==> src/rtl/mic_ctrl_pkg.sv <==
// ----------------------------------------------------------------------------
// mic_ctrl_pkg
// Shared definitions for the microphone cross-correlation control slice.
//   - state_t      : xcorr_scheduler FSM state encoding
//   - LAG_W_DEF    : default width of a lag result
//   - LAG_SUM_W    : width of the 4-tap lag sum at the default lag width
//   - lag_sum_w()  : 4-tap sum width for an arbitrary lag width (LAG_W + 2)
// No ports (package).
// ----------------------------------------------------------------------------
package mic_ctrl_pkg;

  localparam int LAG_W_DEF = 6;

  // Four LAG_W-bit samples plus the rounding constant fit in LAG_W + 2 bits.
  localparam int LAG_SUM_W = LAG_W_DEF + 2;

  typedef enum logic [2:0] {
    ST_IDLE  = 3'd0,
    ST_START = 3'd1,
    ST_RUN   = 3'd2,
    ST_CAPT  = 3'd3,
    ST_WAIT  = 3'd4
  } state_t;

  function automatic int lag_sum_w(input int lag_w);
    return lag_w + 2;
  endfunction

endpackage

==> src/rtl/lag_avg4.sv <==
// ----------------------------------------------------------------------------
// lag_avg4
// 4-tap moving average of lag results with round-half-up:
//   avg = (h0 + h1 + h2 + h3 + 2) >> 2
// The average is computed from the history *including* the sample being
// written this cycle, so the caller can register it on the same edge.
// The first sample after clr_fill loads all four taps, avoiding warm-up bias.
// Only built into xcorr_scheduler when XCORR_LAG_AVG_EN is defined.
//
// Ports:
//   clk_60MHz  in  clock
//   rst_n      in  asynchronous active-low reset (history and fill flag to 0)
//   clr_fill   in  forget the fill state; next sample reloads all taps
//   sample_en  in  push 'sample' into the history this cycle
//   sample     in  [LAG_W-1:0] new lag result
//   avg        out [LAG_W-1:0] rounded average of the post-update history
// ----------------------------------------------------------------------------
module lag_avg4
  import mic_ctrl_pkg::*;
#(
  parameter int LAG_W = LAG_W_DEF
) (
  input  logic             clk_60MHz,
  input  logic             rst_n,
  input  logic             clr_fill,
  input  logic             sample_en,
  input  logic [LAG_W-1:0] sample,
  output logic [LAG_W-1:0] avg
);

  localparam int SUM_W = lag_sum_w(LAG_W);

  logic [LAG_W-1:0] hist_reg  [4];
  logic [LAG_W-1:0] hist_next [4];
  logic             fill_reg;
  logic [SUM_W-1:0] sum;

  always_comb begin
    for (int i = 0; i < 4; i++) hist_next[i] = hist_reg[i];
    if (sample_en) begin
      if (!fill_reg) begin
        for (int i = 0; i < 4; i++) hist_next[i] = sample;
      end else begin
        hist_next[0] = sample;
        for (int i = 1; i < 4; i++) hist_next[i] = hist_reg[i-1];
      end
    end
  end

  // Seed with 2 so the final shift rounds half up.
  always_comb begin
    sum = SUM_W'(2);
    for (int i = 0; i < 4; i++) sum = sum + SUM_W'(hist_next[i]);
  end

  assign avg = sum[SUM_W-1:2];

  always_ff @(posedge clk_60MHz or negedge rst_n) begin
    if (!rst_n) begin
      for (int i = 0; i < 4; i++) hist_reg[i] <= '0;
      fill_reg <= 1'b0;
    end else begin
      for (int i = 0; i < 4; i++) hist_reg[i] <= hist_next[i];
      if (clr_fill)       fill_reg <= 1'b0;
      else if (sample_en) fill_reg <= 1'b1;
    end
  end

endmodule

==> src/rtl/xcorr_scheduler.sv <==
// ----------------------------------------------------------------------------
// xcorr_scheduler
// Paces xcorr_start pulses into the cross-correlation datapath at a
// programmable frame period, waits for each run to finish, captures the lag
// result and reports a sticky watchdog error for runs that never finish.
//
// Optional feature macro: XCORR_LAG_AVG_EN
//   defined     -> lag_out is a 4-tap rounded moving average (lag_avg4)
//   not defined -> lag_out is the raw captured lag; no history registers
//   Output timing is identical in both builds.
//
// Ports:
//   clk_60MHz    in  the only clock
//   rst_n        in  asynchronous active-low reset
//   arm_en       in  run enable from the pad (asynchronous, synchronized here)
//   period_cfg   in  [PERIOD_W-1:0] cycles from one start to the next
//   err_clr      in  clears timeout_err (a simultaneous timeout wins)
//   xcorr_done   in  1-cycle pulse, lag_diff_in valid (honoured only in RUN)
//   lag_diff_in  in  [LAG_W-1:0] unsigned lag result
//   xcorr_start  out 1-cycle start pulse to the datapath (registered)
//   lag_out      out [LAG_W-1:0] latest result, raw or filtered
//   lag_valid    out 1-cycle pulse when lag_out updates
//   busy         out high whenever the FSM is not IDLE (registered)
//   timeout_err  out sticky watchdog flag
// ----------------------------------------------------------------------------
module xcorr_scheduler
  import mic_ctrl_pkg::*;
#(
  parameter int LAG_W       = LAG_W_DEF,
  parameter int PERIOD_W    = 20,
  parameter int TIMEOUT_CYC = 100000
) (
  input  logic                clk_60MHz,
  input  logic                rst_n,
  input  logic                arm_en,
  input  logic [PERIOD_W-1:0] period_cfg,
  input  logic                err_clr,
  input  logic                xcorr_done,
  input  logic [LAG_W-1:0]    lag_diff_in,
  output logic                xcorr_start,
  output logic [LAG_W-1:0]    lag_out,
  output logic                lag_valid,
  output logic                busy,
  output logic                timeout_err
);

  localparam int TO_W = (TIMEOUT_CYC > 1) ? $clog2(TIMEOUT_CYC) : 1;
  localparam logic [TO_W-1:0] TO_LAST = TO_W'(TIMEOUT_CYC - 1);

  logic                arm_meta_reg;
  logic                arm_s_reg;
  state_t              state_reg, state_next;
  logic [PERIOD_W-1:0] period_cnt_reg, period_cnt_next, period_dec;
  logic [TO_W-1:0]     to_cnt_reg, to_cnt_next;
  logic [LAG_W-1:0]    lag_cap_reg, lag_cap_next;
  logic [LAG_W-1:0]    lag_new;
  logic                timeout_set;
  logic                xcorr_start_reg, busy_reg, lag_valid_reg, timeout_err_reg;
  logic [LAG_W-1:0]    lag_out_reg;

  // Two-flop synchronizer for the pad enable.
  always_ff @(posedge clk_60MHz or negedge rst_n) begin
    if (!rst_n) begin
      arm_meta_reg <= 1'b0;
      arm_s_reg    <= 1'b0;
    end else begin
      arm_meta_reg <= arm_en;
      arm_s_reg    <= arm_meta_reg;
    end
  end

  assign period_dec = (period_cnt_reg == '0) ? '0 : period_cnt_reg - PERIOD_W'(1);

  always_comb begin
    state_next      = state_reg;
    period_cnt_next = period_cnt_reg;
    to_cnt_next     = to_cnt_reg;
    lag_cap_next    = lag_cap_reg;
    timeout_set     = 1'b0;
    case (state_reg)
      ST_IDLE: begin
        if (arm_s_reg) state_next = ST_START;
      end
      ST_START: begin
        period_cnt_next = (period_cfg == '0) ? '0 : period_cfg - PERIOD_W'(1);
        to_cnt_next     = '0;
        state_next      = ST_RUN;
      end
      ST_RUN: begin
        period_cnt_next = period_dec;
        to_cnt_next     = to_cnt_reg + TO_W'(1);
        // A done arriving on the last allowed cycle still counts as success.
        if (xcorr_done) begin
          lag_cap_next = lag_diff_in;
          state_next   = ST_CAPT;
        end else if (to_cnt_reg == TO_LAST) begin
          timeout_set = 1'b1;
          state_next  = ST_WAIT;
        end
      end
      ST_CAPT: begin
        period_cnt_next = period_dec;
        state_next      = ST_WAIT;
      end
      ST_WAIT: begin
        period_cnt_next = period_dec;
        // The counter was loaded with period-1 in START, so it reaches zero on
        // this edge when it reads 1 now; that places the next START exactly
        // period_cfg cycles after the previous one.
        if (!arm_s_reg)                         state_next = ST_IDLE;
        else if (period_cnt_reg <= PERIOD_W'(1)) state_next = ST_START;
      end
      default: state_next = ST_IDLE;
    endcase
  end

`ifdef XCORR_LAG_AVG_EN
  lag_avg4 #(
    .LAG_W (LAG_W)
  ) u_lag_avg4 (
    .clk_60MHz (clk_60MHz),
    .rst_n     (rst_n),
    .clr_fill  (state_reg == ST_IDLE),
    .sample_en (state_reg == ST_CAPT),
    .sample    (lag_cap_reg),
    .avg       (lag_new)
  );
`else
  assign lag_new = lag_cap_reg;
`endif

  always_ff @(posedge clk_60MHz or negedge rst_n) begin
    if (!rst_n) begin
      state_reg       <= ST_IDLE;
      period_cnt_reg  <= '0;
      to_cnt_reg      <= '0;
      lag_cap_reg     <= '0;
      xcorr_start_reg <= 1'b0;
      busy_reg        <= 1'b0;
      lag_valid_reg   <= 1'b0;
      lag_out_reg     <= '0;
      timeout_err_reg <= 1'b0;
    end else begin
      state_reg       <= state_next;
      period_cnt_reg  <= period_cnt_next;
      to_cnt_reg      <= to_cnt_next;
      lag_cap_reg     <= lag_cap_next;
      xcorr_start_reg <= (state_next == ST_START);
      busy_reg        <= (state_next != ST_IDLE);
      lag_valid_reg   <= (state_reg == ST_CAPT);
      if (state_reg == ST_CAPT) lag_out_reg <= lag_new;
      if (timeout_set)  timeout_err_reg <= 1'b1;
      else if (err_clr) timeout_err_reg <= 1'b0;
    end
  end

  assign xcorr_start = xcorr_start_reg;
  assign busy        = busy_reg;
  assign lag_valid   = lag_valid_reg;
  assign lag_out     = lag_out_reg;
  assign timeout_err = timeout_err_reg;

endmodule

==> config.mk <==
export PLATFORM = sky130hd
export DESIGN_NAME = xcorr_scheduler
export DESIGN_NICKNAME = d
export VERILOG_FILES = /design/src/rtl/mic_ctrl_pkg.sv /design/src/rtl/lag_avg4.sv /design/src/rtl/xcorr_scheduler.sv
export SDC_FILE = /design/constraint.sdc
export NUM_CORES = 1
export LEC_CHECK = 0
export CORE_MARGIN = 10
export CORE_UTILIZATION = 40
export DETAILED_ROUTE_END_ITERATION = 10
export SLEW_MARGIN = 20
export SYNTH_ARGS = -nofsm -noshare
export SYNTH_HDL_FRONTEND = slang
export SYNTH_SLANG_ARGS = --single-unit
==> constraint.sdc <==
create_clock -name clk_60MHz -period 5.1 [get_ports clk_60MHz]
set_clock_uncertainty 0.05 [all_clocks]
set_input_delay 0.765 -clock clk_60MHz [delete_from_list [all_inputs] [get_ports clk_60MHz]]
set_output_delay 0.765 -clock clk_60MHz [all_outputs]
set_load 0.005 [all_outputs]
== Word level (Yosys, flattened, before mapping) ==
Cells that the tools add are included.

* Register bits after elaboration: 58
* Output and inout port bits: 10

* Add/subtract/negate cells: 3
* Magnitude comparators: 1
* Equality and inequality tests: 6
* Multiplexer cells: 15
* Reduce and logical (&&, ||, !) cells: 9

{| class="wikitable"
|+ Operator list
! cell !! number
|-
| $logic_not A20 Y1 || 2
|-
| $mux W20 || 2
|-
| $pmux W20 S2 || 1
|-
| $sub A20 B1 Y20 const B || 2
|-
| $pmux W17 S2 || 1
|-
| $le A20 B1 Y1 const B || 1
|-
| $add A17 B1 Y17 const B || 1
|-
| $eq A17 B17 Y1 const B || 1
|-
| $mux W3 || 5
|-
| $pmux W3 S5 || 1
|-
| $eq A3 B1 Y1 const B || 2
|-
| $eq A3 B2 Y1 const B || 2
|-
| $reduce_bool A2 Y1 || 3
|-
| $mux W1 || 5
|-
| $eq A3 B3 Y1 const B || 1
|-
| $logic_not A3 Y1 || 1
|-
| $reduce_bool A3 Y1 || 1
|-
| $reduce_or A3 Y1 || 1
|-
| $reduce_and A2 Y1 || 1
|}

== Logic depth before layout (Yosys ltp) ==
* Word-level depth: 5
* Mapped depth: 9
* Gate-level depth less buffers: 7

== Least setup slack after synthesis ==
No wires, ideal clock.

* Path type: input-to-reg
* From: in period_cfg[16]
* To: reg period_cnt_reg[2]
* Arrival time: 2.181 ns
* Required time: 4.926 ns
* Setup slack: 2.745 ns
* Cell stages on the path: 6
* Path through: or3_4 > or4_4 > o21ai_4 > buf_6 > nor2_1 > a211o_1

* Word-level cells in the longest chain between the ends: 3

{| class="wikitable"
|+ Ends and longest elaborated chain
! item !! line !! source
|-
| from (decl) || xcorr_scheduler.sv:36 || <nowiki>input logic [PERIOD_W-1:0] period_cfg,</nowiki>
|-
| $logic_not A20 Y1 || xcorr_scheduler.sv:85 || <nowiki>period_cnt_next = (period_cfg == '0) ? '0 : period_cfg - PERIOD_W'(1);</nowiki>
|-
| $mux W20 || xcorr_scheduler.sv:85 ||
|-
| $pmux W20 S2 || xcorr_scheduler.sv:80 || <nowiki>case (state_reg)</nowiki>
|-
| to (signal assigned) || xcorr_scheduler.sv:145 || <nowiki>period_cnt_reg <= period_cnt_next;</nowiki>
|-
| to (decl) || xcorr_scheduler.sv:53 || <nowiki>logic [PERIOD_W-1:0] period_cnt_reg, period_cnt_next, period_dec;</nowiki>
|}

Every way passes these cells.
A chain may end at the register's enable or synchronous reset.

== Worst setup path in the final report ==
* From: reg period_cnt_reg[14]
* To: reg period_cnt_reg[17]

* Word-level cells in the longest chain between the ends: 3

{| class="wikitable"
|+ Ends and longest elaborated chain
! item !! line !! source
|-
| $sub A20 B1 Y20 or $logic_not A20 Y1 (tied branches) || xcorr_scheduler.sv:72 || <nowiki>assign period_dec = (period_cnt_reg == '0) ? '0 : period_cnt_reg - PERIOD_W'(1);</nowiki>
|-
| $mux W20 (*) || xcorr_scheduler.sv:72 ||
|-
| $pmux W20 S2 (*) || xcorr_scheduler.sv:80 ||
|}

Mark *: on every way between the ends. The rest lies on a longest branch, timed or not.

==> results by group <==
Detailed routing
  – WL per Instance: 15.8 um
  – Routed vias: 2776
  – Drc violations: 0
  – DRT Wirelength: 7670 um
  – DR vias/cell: 5.71
  – DRT Pass-1 Iters: 4
  – Final ANT Viol Nets: 0
  – Starting DRT DRC Count: 197

Critical path
  – Critical path data arrival time: 3080 ps
  – Kind of start point of the critical path: flop
  – Setup CP Type: flop to flop
  – Crit Path Max Fanout: 23
  – CP Capture Type: flop
  – Worst endpoint required time: 5270 ps

Yosys
  – Post-Synth Adder-Cell Area: 1.88%
  – Mux cell area share after synthesis: 4.67%
  – Mapped Nets: 373
  – Compound-cell area share of the yosys netlist: 17.8%
  – Combinational family with the most area after synthesis: simple AND/OR/NAND/NOR gates
  – Post-synth EDFFs: 0
  – Simple-gate share of the synthesized area: 24.1%
  – Synth Warn #: 0
  – Unique cell type count in the Yosys netlist: 65
  – Asr flop ratio synth: 100%
  – Top FF cell, synth: dfrtp_1
  – Synth Cell Area: 0.00332 mm2
  – Seq cells post-synth: 58
  – Xor/xnor share of the synthesized area: 4.75%
  – Synth Area per Inst: 9.86 um2
  – Cell count after synthesis: 337
  – Register area share after synthesis: 43.7%

Run status
  – Status: complete, no violations

Floorplanning
  – Vert. Die Dim: 111 um
  – Die width: 111 um
  – Die ar.: 0.0123 mm2
  – IO Pins: 41
  – Initial Utilization: 40.8%
  – Site Rows: 33
  – Core area: 0.00813 mm2

STA
  – Period utilization: 57.2%
  – Slew @ Worst Pin: 1010 ps
  – Hold Fails Final Rpt: 0
  – Final min period: 2920 ps
  – Final setup TNS: 0 ps
  – Slew margin rel.: 32.3%
  – Slew Limit Fails: 0
  – FMAX: 343 MHz
  – Setup violators final: 0
  – Unrepaired setup endpoints after global routing: no

Clock tree
  – Bufs on Longest Clock Path: 2
  – Clock-pin slew on the worst setup and hold paths: 70 ps
  – CTS tree: yes
  – Cts hold-fix bufs: 0
  – Post-CTS setup buffer count: 0
  – CTS H-tree depth: 3
  – TritonCTS Buffers: 9
  – Root Buffer: clkbuf_8
  – Clock latency on the worst-skew pair: 330 ps
  – Post-CTS sizing: 0
  – Sink Count: 58

Global route
  – GRT Util Overall: 12.2%
  – First-pass GRT wire length: 12900 um
  – Antenna violations before repair: 0
  – Largest net degree at the start of global routing: 59
  – Gr ovfl total: 0
  – Vias in the first global route: 2682

Finish
  – Fill count: 746
  – Diode count: 0
  – Max FFs per register: 20
  – Nets: 412
  – Area growth syn-to-layout: 20.0%
  – Final core occ: 49.0%
  – Area of the multi-input gates: 0.00177 mm2
  – Register area: 0.00145 mm2
  – Share of cells above drive strength 1: 11.3%

Power and ir drop
  – Switching Share: 39.7%
  – Sequential power share: 37.4%
  – Power Density: 510 mW/mm2
  – Internal Power: 0.00123 W
  – Clock share of power: 21.4%
  – Lkg Pwr: 1.62 nW
  – Max IR drop VDD: 0.233 mV
  – Gate power share: 41.1%
  – Switching power total: 0.000808 W

Placed design
  – Routability congestion estimate: 0.791
  – # port buffers: 40
  – DP Wirelength: 5590 um

Run
  – Max cap viols: 0

Hold path
  – Worst hold path class: flop to flop
-- cell families after synthesis --
| logic type | after synthesis |
|---|---|
| AOI/OAI and AO/OA | 84 |
| and+or+nand+nor | 137 |
| xor gates and xnor gates | 18 |
| adders and majority gates | 5 |
| muxes | 14 |
| DFF | 58 |
| buffers and inverters | 21 |
-- placed cells by master, fill, tap and decap left out, types with 4 or more instances in the layout --
cell,synthesis,routed
or4_1,5,5
or3_1,4,4
nor4_1,8,8
nor3_1,13,13
a21o_1,6,6
inv_1,8,8
mux2_2,12,12
nand4_1,11,11
ha_1,5,5
a211o_1,7,7
nand3_1,16,16
a21oi_1,8,8
clkbuf_8,0,10
xor2_1,9,9
o21ai_0,23,23
o31ai_1,7,7
o211ai_1,6,6
clkdlybuf4s50_1,0,39
xnor2_1,9,9
nor2_1,18,18
dfrtp_1,58,58
nand2_1,32,32
-- layer usage --
metal	wire [um]	GRT usage (%)	part of all wire, %
met1	3730	16.1	49
met2	3540	19.1	46
met3	287	2.60	3.7
met4	116	4.63	1.5
met5	0	0	0
-- power groups by stage --
stage	sequential, W	combinational [W]	clock (W)
2_1_floorplan	0.000722	0.000626	0
4_1_cts	0.000757	0.000842	0.000444
5_1_grt	0.000784	0.000929	0.000464
3_5_place_dp	0.000764	0.000841	0
3_3_place_gp	0.000760	0.000828	0
6_report	0.000761	0.000836	0.000436
-- synthesized netlist by cell type, drive strengths merged, types with 7 or more instances --
library cell	count	area, um2
a211o	7	61.3
a21o	7	53.8
a21oi	8	40.0
buf	7	50.1
dfrtp	58	1450
inv	8	30.0
mux2	12	135
nand2	32	120
nand3	16	80.1
nand4	13	93.8
nor2	18	67.6
nor3	13	65.1
nor4	11	105
o21ai	26	145
o31ai	7	52.6
xnor2	9	78.8
xor2	9	78.8
-- layout make-up --
class / count / share of cell area, %
Sequential cell: 58 / 36.4
Clock inverter: 6 / 1.66
Multi-Input combinational cell: 258 / 44.3
Tap cell: 105 / 3.29
Clock buffer: 10 / 3.45
Timing Repair Buffer: 41 / 10.1
Inverter: 8 / 0.753
-- worst paths after layout --
check / start / end / slack [ps] / depth (start not counted)
max: period_cnt_reg[14]$_DFFE_PN0P_ / period_cnt_reg[17]$_DFFE_PN0P_ / 2180 / 5
min: arm_meta_reg$_DFF_PN0_ / arm_s_reg$_DFF_PN0_ / 310 / 0
max reg2reg: period_cnt_reg[14]$_DFFE_PN0P_ / period_cnt_reg[17]$_DFFE_PN0P_ / 2180 / 5
min reg2reg: arm_meta_reg$_DFF_PN0_ / arm_s_reg$_DFF_PN0_ / 310 / 0
max in group asynchronous: rst_n / lag_valid$_DFF_PN0_ / 3980 / 2
min in group asynchronous: rst_n / to_cnt_reg[14]$_DFFE_PN0P_ / 530 / 2
-- worst max-delay path, cell delays in order (launching register included) --
cell	delay, ps
dfrtp_1	460
nor4_1	570
nand4_1	310
o21ai_2	800
o21ai_0	260
a211o_1	350
-- through the flow --
stage | std cells | hold slack [ps] | cell area (um2) | power (W) | worst slack (ps)
final | 486 | 310 | 3990 | 0.00203 | 2180
after global routing | 486 | 332 | 3990 | 0.00218 | 1980
after detailed placement | 470 | 296 | 3780 | 0.00160 | 1980
after global placement | 470 | 288 | 3780 | 0.00159 | 2040
after floorplan | 337 | 281 | 3320 | 0.00135 | 2750
after CTS | 486 | 314 | 3990 | 0.00204 | 2230
Power figures use the tool's default switching activity.
